### config.mk
export PLATFORM = sky130hd
export DESIGN_NAME = lmmi_cfg_sequencer_flat
export DESIGN_NICKNAME = d
export VERILOG_FILES = /design/src/rtl/lmmi_cfg_sequencer_pkg.sv /design/src/rtl/lmmi_cfg_sequencer_if.sv /design/src/rtl/lmmi_cfg_sequencer_timer.sv /design/src/rtl/lmmi_cfg_sequencer.sv /design/src/flat_wrapper.sv
export SDC_FILE = /design/constraint.sdc
export NUM_CORES = 1
export LEC_CHECK = 0
export BUFFER_PORTS_ARGS = -buffer_cell sky130_fd_sc_hd__buf_4
export CORE_ASPECT_RATIO = 1.1
export CORE_MARGIN = 10
export CORE_UTILIZATION = 61
export DETAILED_ROUTE_END_ITERATION = 7
export PLACE_DENSITY = 0.95
export SKIP_LAST_GASP = 1
export SYNTH_ARGS = -nofsm -noshare
export SYNTH_HDL_FRONTEND = slang
export SYNTH_SLANG_ARGS = --single-unit
### constraint.sdc
create_clock -name clk_i -period 4.5 [get_ports clk_i]
set_input_delay 0.45 -clock clk_i [delete_from_list [all_inputs] [get_ports clk_i]]
set_output_delay 0.45 -clock clk_i [all_outputs]
set_load 0.01 [all_outputs]
### src/rtl/lmmi_cfg_sequencer_pkg.sv
// Shared types and script-word layout for the LMMI configuration sequencer.
package lmmi_seq_pkg;

    localparam int SCRIPT_W = 16;
    localparam int OP_MSB   = 15;
    localparam int OP_LSB   = 14;
    localparam int OFF_MSB  = 13;
    localparam int OFF_LSB  = 10;
    localparam int DATA_MSB = 7;
    localparam int DATA_LSB = 0;

    typedef enum logic [1:0] {
        OP_WRITE = 2'b00,
        OP_POLL  = 2'b01,
        OP_WAIT  = 2'b10,
        OP_END   = 2'b11
    } op_e;

    typedef enum logic [2:0] {
        ST_IDLE   = 3'd0,
        ST_FETCH  = 3'd1,
        ST_DECODE = 3'd2,
        ST_ISSUE  = 3'd3,
        ST_RDWAIT = 3'd4,
        ST_DELAY  = 3'd5,
        ST_DONE   = 3'd6,
        ST_ERROR  = 3'd7
    } state_e;

    function automatic int max_int(input int a, input int b);
        return (a > b) ? a : b;
    endfunction

endpackage

### src/rtl/lmmi_cfg_sequencer_if.sv
// Script ROM port plus LMMI register port, seen from the sequencer (master) side.
interface lmmi_cfg_sequencer_if #(
    parameter int ADDR_W = 8
);
    import lmmi_seq_pkg::*;

    logic [ADDR_W-1:0]   script_addr_o;
    logic [SCRIPT_W-1:0] script_data_i;
    logic                lmmi_request_o;
    logic                lmmi_wr_rdn_o;
    logic [3:0]          lmmi_offset_o;
    logic [7:0]          lmmi_wdata_o;
    logic [7:0]          lmmi_rdata_i;
    logic                lmmi_rdata_valid_i;
    logic                lmmi_ready_i;

    modport master (
        output script_addr_o, lmmi_request_o, lmmi_wr_rdn_o, lmmi_offset_o, lmmi_wdata_o,
        input  script_data_i, lmmi_rdata_i, lmmi_rdata_valid_i, lmmi_ready_i
    );

    modport slave (
        input  script_addr_o, lmmi_request_o, lmmi_wr_rdn_o, lmmi_offset_o, lmmi_wdata_o,
        output script_data_i, lmmi_rdata_i, lmmi_rdata_valid_i, lmmi_ready_i
    );

endinterface

### src/rtl/lmmi_cfg_sequencer_timer.sv
// Loadable down-counter with zero flag; shared by the handshake timeout and WAIT delay.
module lmmi_seq_timer #(
    parameter int W = 11
) (
    input  logic         clk_i,
    input  logic         sync_rst_i,
    input  logic         load_i,
    input  logic [W-1:0] load_val_i,
    input  logic         dec_i,
    output logic         zero_o
);

    logic [W-1:0] r_count;

    // Count register: load has priority, decrement saturates at zero.
    always_ff @(posedge clk_i) begin
        if (sync_rst_i) begin
            r_count <= {W{1'b0}};
        end else if (load_i) begin
            r_count <= load_val_i;
        end else if (dec_i && (r_count != {W{1'b0}})) begin
            r_count <= r_count - W'(1);
        end
    end

    assign zero_o = (r_count == {W{1'b0}});

endmodule

### src/rtl/lmmi_cfg_sequencer.sv
// Script-driven LMMI configuration master: fetches 16-bit command words and
// executes WRITE / POLL / WAIT / END, reporting done or error with the failing address.
module lmmi_cfg_sequencer
    import lmmi_seq_pkg::*;
#(
    parameter int ADDR_W     = 8,
    parameter int TIMEOUT    = 1024,
    parameter int POLL_MAX   = 255,
    parameter int WAIT_SCALE = 256
) (
    input  logic                 clk_i,
    input  logic                 sync_rst_i,
    input  logic                 start_i,
    output logic                 busy_o,
    output logic                 done_o,
    output logic                 error_o,
    output logic [ADDR_W-1:0]    err_addr_o,
    lmmi_cfg_sequencer_if.master bus
);

    localparam int TMO_W = $clog2(TIMEOUT + 1);
    localparam int DLY_W = 8 + $clog2(WAIT_SCALE);
    localparam int TMR_W = max_int(TMO_W, DLY_W);
    localparam int ATT_W = $clog2(POLL_MAX + 1);

    state_e            r_state, w_state_nxt;
    op_e               r_op, w_op;
    logic [7:0]        w_data, r_mask, r_wdata, r_rd_data, w_rd_data;
    logic [3:0]        r_offset;
    logic              r_wr_rdn, r_req, r_busy, r_done, r_error, r_have_rd;
    logic [ADDR_W-1:0] r_addr, r_err_addr;
    logic [ATT_W-1:0]  r_attempts;
    logic              w_rd_valid, w_rd_hit;
    logic              w_start, w_latch, w_addr_inc, w_attempt_inc, w_capture, w_fail, w_next_entry;
    logic              w_tmr_load, w_tmr_dec, w_tmr_zero;
    logic [TMR_W-1:0]  w_tmr_val;
    logic              w_unused_bits;

    assign w_op          = op_e'(bus.script_data_i[OP_MSB:OP_LSB]);
    assign w_data        = bus.script_data_i[DATA_MSB:DATA_LSB];
    assign w_unused_bits = ^bus.script_data_i[9:8];

    // Read data may have arrived together with ready while still in ISSUE.
    assign w_rd_valid = r_have_rd | bus.lmmi_rdata_valid_i;
    assign w_rd_data  = r_have_rd ? r_rd_data : bus.lmmi_rdata_i;
    assign w_rd_hit   = ((w_rd_data & r_mask) != 8'h00);

    lmmi_seq_timer #(.W(TMR_W)) u_timer (
        .clk_i      (clk_i),
        .sync_rst_i (sync_rst_i),
        .load_i     (w_tmr_load),
        .load_val_i (w_tmr_val),
        .dec_i      (w_tmr_dec),
        .zero_o     (w_tmr_zero)
    );

    // State register.
    always_ff @(posedge clk_i) begin
        if (sync_rst_i) begin
            r_state <= ST_IDLE;
        end else begin
            r_state <= w_state_nxt;
        end
    end

    // Next-state and per-cycle control strobes.
    always_comb begin
        w_state_nxt   = r_state;
        w_start       = 1'b0;
        w_latch       = 1'b0;
        w_addr_inc    = 1'b0;
        w_attempt_inc = 1'b0;
        w_capture     = 1'b0;
        w_fail        = 1'b0;
        w_next_entry  = 1'b0;
        w_tmr_load    = 1'b0;
        w_tmr_dec     = 1'b0;
        w_tmr_val     = TMR_W'(TIMEOUT - 1);
        case (r_state)
            ST_IDLE, ST_DONE, ST_ERROR: begin
                if (start_i) begin
                    w_start     = 1'b1;
                    w_state_nxt = ST_FETCH;
                end else begin
                    w_state_nxt = r_state;
                end
            end
            ST_FETCH: w_state_nxt = ST_DECODE;
            ST_DECODE: begin
                w_latch = 1'b1;
                case (w_op)
                    OP_WRITE, OP_POLL: begin
                        w_tmr_load  = 1'b1;
                        w_state_nxt = ST_ISSUE;
                    end
                    OP_WAIT: begin
                        if (w_data != 8'h00) begin
                            w_tmr_load  = 1'b1;
                            w_tmr_val   = TMR_W'(w_data) * TMR_W'(WAIT_SCALE) - TMR_W'(1);
                            w_state_nxt = ST_DELAY;
                        end else begin
                            w_next_entry = 1'b1;
                        end
                    end
                    OP_END:  w_state_nxt = ST_DONE;
                    default: w_fail = 1'b1;
                endcase
            end
            ST_ISSUE: begin
                if (bus.lmmi_ready_i) begin
                    if (r_op == OP_POLL) begin
                        w_capture   = bus.lmmi_rdata_valid_i;
                        w_tmr_load  = 1'b1;
                        w_state_nxt = ST_RDWAIT;
                    end else begin
                        w_next_entry = 1'b1;
                    end
                end else if (w_tmr_zero) begin
                    w_fail = 1'b1;
                end else begin
                    w_tmr_dec = 1'b1;
                end
            end
            ST_RDWAIT: begin
                if (w_rd_valid) begin
                    if (w_rd_hit) begin
                        w_next_entry = 1'b1;
                    end else if (r_attempts < ATT_W'(POLL_MAX)) begin
                        w_attempt_inc = 1'b1;
                        w_tmr_load    = 1'b1;
                        w_state_nxt   = ST_ISSUE;
                    end else begin
                        w_fail = 1'b1;
                    end
                end else if (w_tmr_zero) begin
                    w_fail = 1'b1;
                end else begin
                    w_tmr_dec = 1'b1;
                end
            end
            ST_DELAY: begin
                if (w_tmr_zero) begin
                    w_next_entry = 1'b1;
                end else begin
                    w_tmr_dec = 1'b1;
                end
            end
            default: w_fail = 1'b1;
        endcase

        // Advancing past the last ROM word without END is an overrun, never a wrap.
        if (w_next_entry) begin
            if (r_addr == {ADDR_W{1'b1}}) begin
                w_fail = 1'b1;
            end else begin
                w_addr_inc  = 1'b1;
                w_state_nxt = ST_FETCH;
            end
        end else begin
            w_addr_inc = 1'b0;
        end

        if (w_fail) begin
            w_state_nxt = ST_ERROR;
        end else begin
            w_start = w_start;
        end
    end

    // Datapath and registered outputs.
    always_ff @(posedge clk_i) begin
        if (sync_rst_i) begin
            r_busy     <= 1'b0;
            r_done     <= 1'b0;
            r_error    <= 1'b0;
            r_req      <= 1'b0;
            r_addr     <= {ADDR_W{1'b0}};
            r_err_addr <= {ADDR_W{1'b0}};
            r_op       <= OP_WRITE;
            r_mask     <= 8'h00;
            r_offset   <= 4'h0;
            r_wr_rdn   <= 1'b0;
            r_wdata    <= 8'h00;
            r_attempts <= {ATT_W{1'b0}};
            r_have_rd  <= 1'b0;
            r_rd_data  <= 8'h00;
        end else begin
            r_busy  <= (w_state_nxt != ST_IDLE) && (w_state_nxt != ST_DONE) && (w_state_nxt != ST_ERROR);
            r_done  <= (w_state_nxt == ST_DONE);
            r_error <= (w_state_nxt == ST_ERROR);
            r_req   <= (w_state_nxt == ST_ISSUE);
            if (w_start) begin
                r_addr     <= {ADDR_W{1'b0}};
                r_err_addr <= {ADDR_W{1'b0}};
            end else if (w_fail) begin
                r_err_addr <= r_addr;
            end else if (w_addr_inc) begin
                r_addr <= r_addr + ADDR_W'(1);
            end
            if (w_latch) begin
                r_op       <= w_op;
                r_mask     <= w_data;
                r_offset   <= bus.script_data_i[OFF_MSB:OFF_LSB];
                r_wr_rdn   <= (w_op == OP_WRITE);
                r_wdata    <= (w_op == OP_WRITE) ? w_data : 8'h00;
                r_attempts <= {ATT_W{1'b0}};
            end else if (w_attempt_inc) begin
                r_attempts <= r_attempts + ATT_W'(1);
            end
            if (w_capture) begin
                r_have_rd <= 1'b1;
                r_rd_data <= bus.lmmi_rdata_i;
            end else if (r_state == ST_RDWAIT) begin
                r_have_rd <= 1'b0;
            end
        end
    end

    assign busy_o             = r_busy;
    assign done_o             = r_done;
    assign error_o            = r_error;
    assign err_addr_o         = r_err_addr;
    assign bus.script_addr_o  = r_addr;
    assign bus.lmmi_request_o = r_req;
    assign bus.lmmi_wr_rdn_o  = r_wr_rdn;
    assign bus.lmmi_offset_o  = r_offset;
    assign bus.lmmi_wdata_o   = r_wdata;

endmodule

### src/flat_wrapper.sv
// flat-port wrapper written by rule: the top's interface ports become plain ports
module lmmi_cfg_sequencer_flat import lmmi_seq_pkg::*;
#(
    parameter int ADDR_W     = 8,
    parameter int TIMEOUT    = 1024,
    parameter int POLL_MAX   = 255,
    parameter int WAIT_SCALE = 256
)
  (clk_i, sync_rst_i, start_i, busy_o, done_o, error_o, err_addr_o, bus_script_addr_o, bus_lmmi_request_o, bus_lmmi_wr_rdn_o, bus_lmmi_offset_o, bus_lmmi_wdata_o, bus_script_data_i, bus_lmmi_rdata_i, bus_lmmi_rdata_valid_i, bus_lmmi_ready_i);
  lmmi_cfg_sequencer_if #(.ADDR_W(ADDR_W)) bus_i ();
  input  logic clk_i;
  input  logic sync_rst_i;
  input  logic start_i;
  output logic busy_o;
  output logic done_o;
  output logic error_o;
  output logic [ADDR_W-1:0] err_addr_o;
  output wire logic [$bits(bus_i.script_addr_o)-1:0] bus_script_addr_o;
  output wire logic [$bits(bus_i.lmmi_request_o)-1:0] bus_lmmi_request_o;
  output wire logic [$bits(bus_i.lmmi_wr_rdn_o)-1:0] bus_lmmi_wr_rdn_o;
  output wire logic [$bits(bus_i.lmmi_offset_o)-1:0] bus_lmmi_offset_o;
  output wire logic [$bits(bus_i.lmmi_wdata_o)-1:0] bus_lmmi_wdata_o;
  input wire logic [$bits(bus_i.script_data_i)-1:0] bus_script_data_i;
  input wire logic [$bits(bus_i.lmmi_rdata_i)-1:0] bus_lmmi_rdata_i;
  input wire logic [$bits(bus_i.lmmi_rdata_valid_i)-1:0] bus_lmmi_rdata_valid_i;
  input wire logic [$bits(bus_i.lmmi_ready_i)-1:0] bus_lmmi_ready_i;
  assign bus_script_addr_o = bus_i.script_addr_o;
  assign bus_lmmi_request_o = bus_i.lmmi_request_o;
  assign bus_lmmi_wr_rdn_o = bus_i.lmmi_wr_rdn_o;
  assign bus_lmmi_offset_o = bus_i.lmmi_offset_o;
  assign bus_lmmi_wdata_o = bus_i.lmmi_wdata_o;
  assign bus_i.script_data_i = bus_script_data_i;
  assign bus_i.lmmi_rdata_i = bus_lmmi_rdata_i;
  assign bus_i.lmmi_rdata_valid_i = bus_lmmi_rdata_valid_i;
  assign bus_i.lmmi_ready_i = bus_lmmi_ready_i;
  lmmi_cfg_sequencer #(.ADDR_W(ADDR_W), .TIMEOUT(TIMEOUT), .POLL_MAX(POLL_MAX), .WAIT_SCALE(WAIT_SCALE)) u_core (.clk_i(clk_i), .sync_rst_i(sync_rst_i), .start_i(start_i), .busy_o(busy_o), .done_o(done_o), .error_o(error_o), .err_addr_o(err_addr_o), .bus(bus_i));
endmodule
==> results_dict.tcl <==
set metrics [dict create \
    status "finished, final reports clean" \
    synth_ff_type "dfxtp_1" \
    worstPathMaxFanout 12 \
    gp_congestion 0.879 \
    max_slew.worst_pin.slew_ps 740 \
    fmax_ghz 0.351 \
    portBuffers 59 \
    rr_endpoint "u_core.busy_o$_SDFF_PP0_" \
    cts_root_buf "clkbuf_8" \
    synth_nets 499 \
    place.detailed.hpwl_um 6910 \
    hold_viol 0 \
    cp.arrival_ps 3090 \
    clock_skew_ps 11.1 \
    die_area_um2 9870 \
    power_density_nw_per_um2 520 \
    post_cts_buffers 0 \
    grt_pass1_vias 3536 \
    maxCapViolations 0 \
    cp-end-kind "flip-flop" \
    cts.path.max_buffers 2 \
    synth_edf_count 0 \
    rows 30 \
    synthArstFlopShare_pct 0 \
    syn_to_final_growth_pct 18.1 \
    start_kind "flip-flop" \
    finalMaxSlewViolations 0 \
    routedWlPerCell_um 16.2 \
    dr.pass1.iters 5 \
    final_core_util_pct 73.7 \
    yosys_warnings 0 \
    synth_seq_cells 79 \
    grt_remaining_overflow 0 \
    layout-drive-gt1-share_pct 19.3 \
    reg2reg_slack_ps 1650 \
    hold_class "in -> reg" \
    num_vias 3604 \
    rsz0062_at_grt "no" \
    ys_seq_area_share_pct 41.2 \
    clock_sinks 79 \
    coreArea_um2 6160 \
    worstPathRequired_ps 4740 \
    timing.final.crit_share_pct 63.3 \
    timing.final.crit_period_ps 2850 \
    setup_viol_count_final 0 \
    ff2ff_path_depth 7 \
    h-tree-depth 3 \
    cts_tree "built" \
    synthCells 464 \
    r2r_start "u_core.r_have_rd$_SDFFE_PP0P_" \
    clk_pin_slew_ps 80 \
    clk_latency_ps 350 \
    multi_input_area_um2 2140 \
    p_leak_nw 1.76 \
    yosysUniqueCellTypes 58 \
    layout.cells.non_filler 603 \
    grt_pass1_wl_um 16100 \
    hold_buffers 0 \
    synth_area_per_cell_um2 8.28 \
    cts_resized 0 \
    final_nets 554 \
    io_pins 62 \
    final_area_um2 4540 \
    antenna_found_initial 0 \
    syn_area_um2 3840 \
    fillers 457 \
    worstSetupEndpoint "u_core.busy_o$_SDFF_PP0_" \
    drc_errors 0 \
    cts_buffers 9 \
    grt_usage_pct 20.0 \
    grt_max_degree 47 \
    die_w_um 95.7 \
    cp-startpoint "u_core.r_have_rd$_SDFFE_PP0P_" \
    vias_per_cell 5.98 \
    ant_nets 0 \
    setup-tns-final_ps 0 \
    total_power_mw 2.36 \
    place_inst 588 \
    seqCellArea_um2 1580 \
    routed_wl_um 9790 \
    antenna_cells 0 \
    die-height_um 103 \
    peakVddDrop_uv 373 \
    max-slew-margin-rel_pct 49.4 \
    critical_path_class "reg -> reg" \
    start_util_pct 62.4 \
    placed_cell_area_um2 4340 \
    first_iter_violations 194 \
]
-- through the flow --
stage | worst slack [ps] | hold slack [ps]
finish | 1650 | 344
global route | 1500 | 352
CTS | 1680 | 336
detailed placement | 1560 | 447
global placement | 1690 | 437
floorplan | 1760 | 433
-- critical path: stages, from the launching register on --
cell and delay, ps:
dfxtp_1 630, mux2_2 410, a22oi_1 270, nand4_1 260, mux2i_1 200, o211ai_2 530, nor2_1 180, a32o_2 260
-- cell usage in the layout, fill, tap and decap left out, drive strengths merged, types with 2 or more instances in the layout --
master / instances
nand4b: 4
or4: 2
xor2: 11
nor4: 9
mux2: 8
nor3b: 5
a31oi: 3
inv: 11
and4: 3
nand2: 73
xnor2: 14
a21oi: 44
clkbuf: 12
nand2b: 5
nor3: 13
a31o: 2
buf: 64
a22o: 8
a22oi: 7
nand4: 7
a21o: 3
and3: 3
mux2i: 9
o31ai: 2
o21a: 2
dfxtp: 79
nor2b: 4
and2: 4
nor2: 47
nand3: 20
a211oi: 5
or3: 3
ha: 6
a311oi: 2
o21ai: 12
-- cells by family (layout without fill, tap and decap cells) --
logic type	after synthesis	count (layout)	synth area share, %
AOI/OAI and AO/OA	100	100	17.0
adders and majority gates	6	6	1.95
and+or+nand+nor	206	206	26.3
muxes	17	17	4.69
buffers and inverters	31	90	3.22
xor gates and xnor gates	25	25	5.70
DFF	79	79	41.2
-- sequential cells by signal, summed over array words and instances (netlist names), 3 cells and up --
name	cells
u_core.err_addr_o	8
u_core.bus.lmmi_wdata_o	8
u_core.r_rd_data	8
u_core.r_state	3
u_core.bus.script_addr_o	8
u_core.r_attempts	8
u_core.u_timer.r_count	16
u_core.bus.lmmi_offset_o	4
u_core.r_mask	8
-- metal layers --
layer | vias to the layer above | share of wire, % | global-route usage, % | wire length, um
met5 | - | 0 | 0 | 0
met4 | 0 | 2.6 | 9.08 | 255
met3 | 30 | 5.4 | 4.98 | 531
met2 | 116 | 51 | 33.8 | 5020
met1 | 1703 | 41 | 23.4 | 3980
li1 | 1755 | - | - | -
-- worst min path at each step --
stage | endpoint | from | slack, ps | depth (start not counted)
floorplan | u_core.r_rd_data[0]$_SDFFE_PP0P_ | u_core.r_rd_data[0]$_SDFFE_PP0P_ | 430 | 2
global placement | u_core.bus.lmmi_wr_rdn_o$_SDFFE_PP0P_ | u_core.bus.lmmi_wr_rdn_o$_SDFFE_PP0P_ | 440 | 1
detailed placement | u_core.r_rd_data[2]$_SDFFE_PP0P_ | u_core.r_rd_data[2]$_SDFFE_PP0P_ | 450 | 2
CTS | u_core.bus.lmmi_offset_o[3]$_SDFFE_PP0P_ | bus_script_data_i[13] | 340 | 3
global route | u_core.bus.lmmi_wdata_o[0]$_SDFFE_PP0P_ | bus_script_data_i[0] | 350 | 2
finish | u_core.bus.lmmi_offset_o[3]$_SDFFE_PP0P_ | bus_script_data_i[13] | 340 | 3
-- synthesized netlist by cell type, drive strengths merged (5+ instances only) --
cell type	n	area, um^2
inv	11	41.3
nor4	9	56.3
nor2	47	176
o21ai	12	60.1
mux2	8	90.1
xor2	11	96.3
ha	6	75.1
nor3	13	65.1
clkbuf	18	67.6
xnor2	14	123
dfxtp	79	1580
a21oi	44	224
a211oi	5	37.5
a22oi	7	52.6
nand2b	5	31.3
a22o	8	70.1
nand3	20	100
nor3b	5	42.5
nand2	73	274
nand4	7	43.8
mux2i	9	90.1
-- area by class of cell --
cell class / count / area share (%)
clock buffers: 12 / 3.42
clock inverters: 3 / 0.938
inverters: 11 / 0.910
multi-input cells: 354 / 47.1
flip-flops and latches: 79 / 34.9
well taps: 80 / 2.21
repair buffers: 64 / 10.6
-- report_power, final --
part | internal [mW] | total (mW) | switching [mW]
clock | 0.283 | 0.531 | 0.248
combinational | 0.379 | 0.903 | 0.524
sequential | 0.805 | 0.925 | 0.121
No activity file was read; power rests on OpenSTA's default activity.
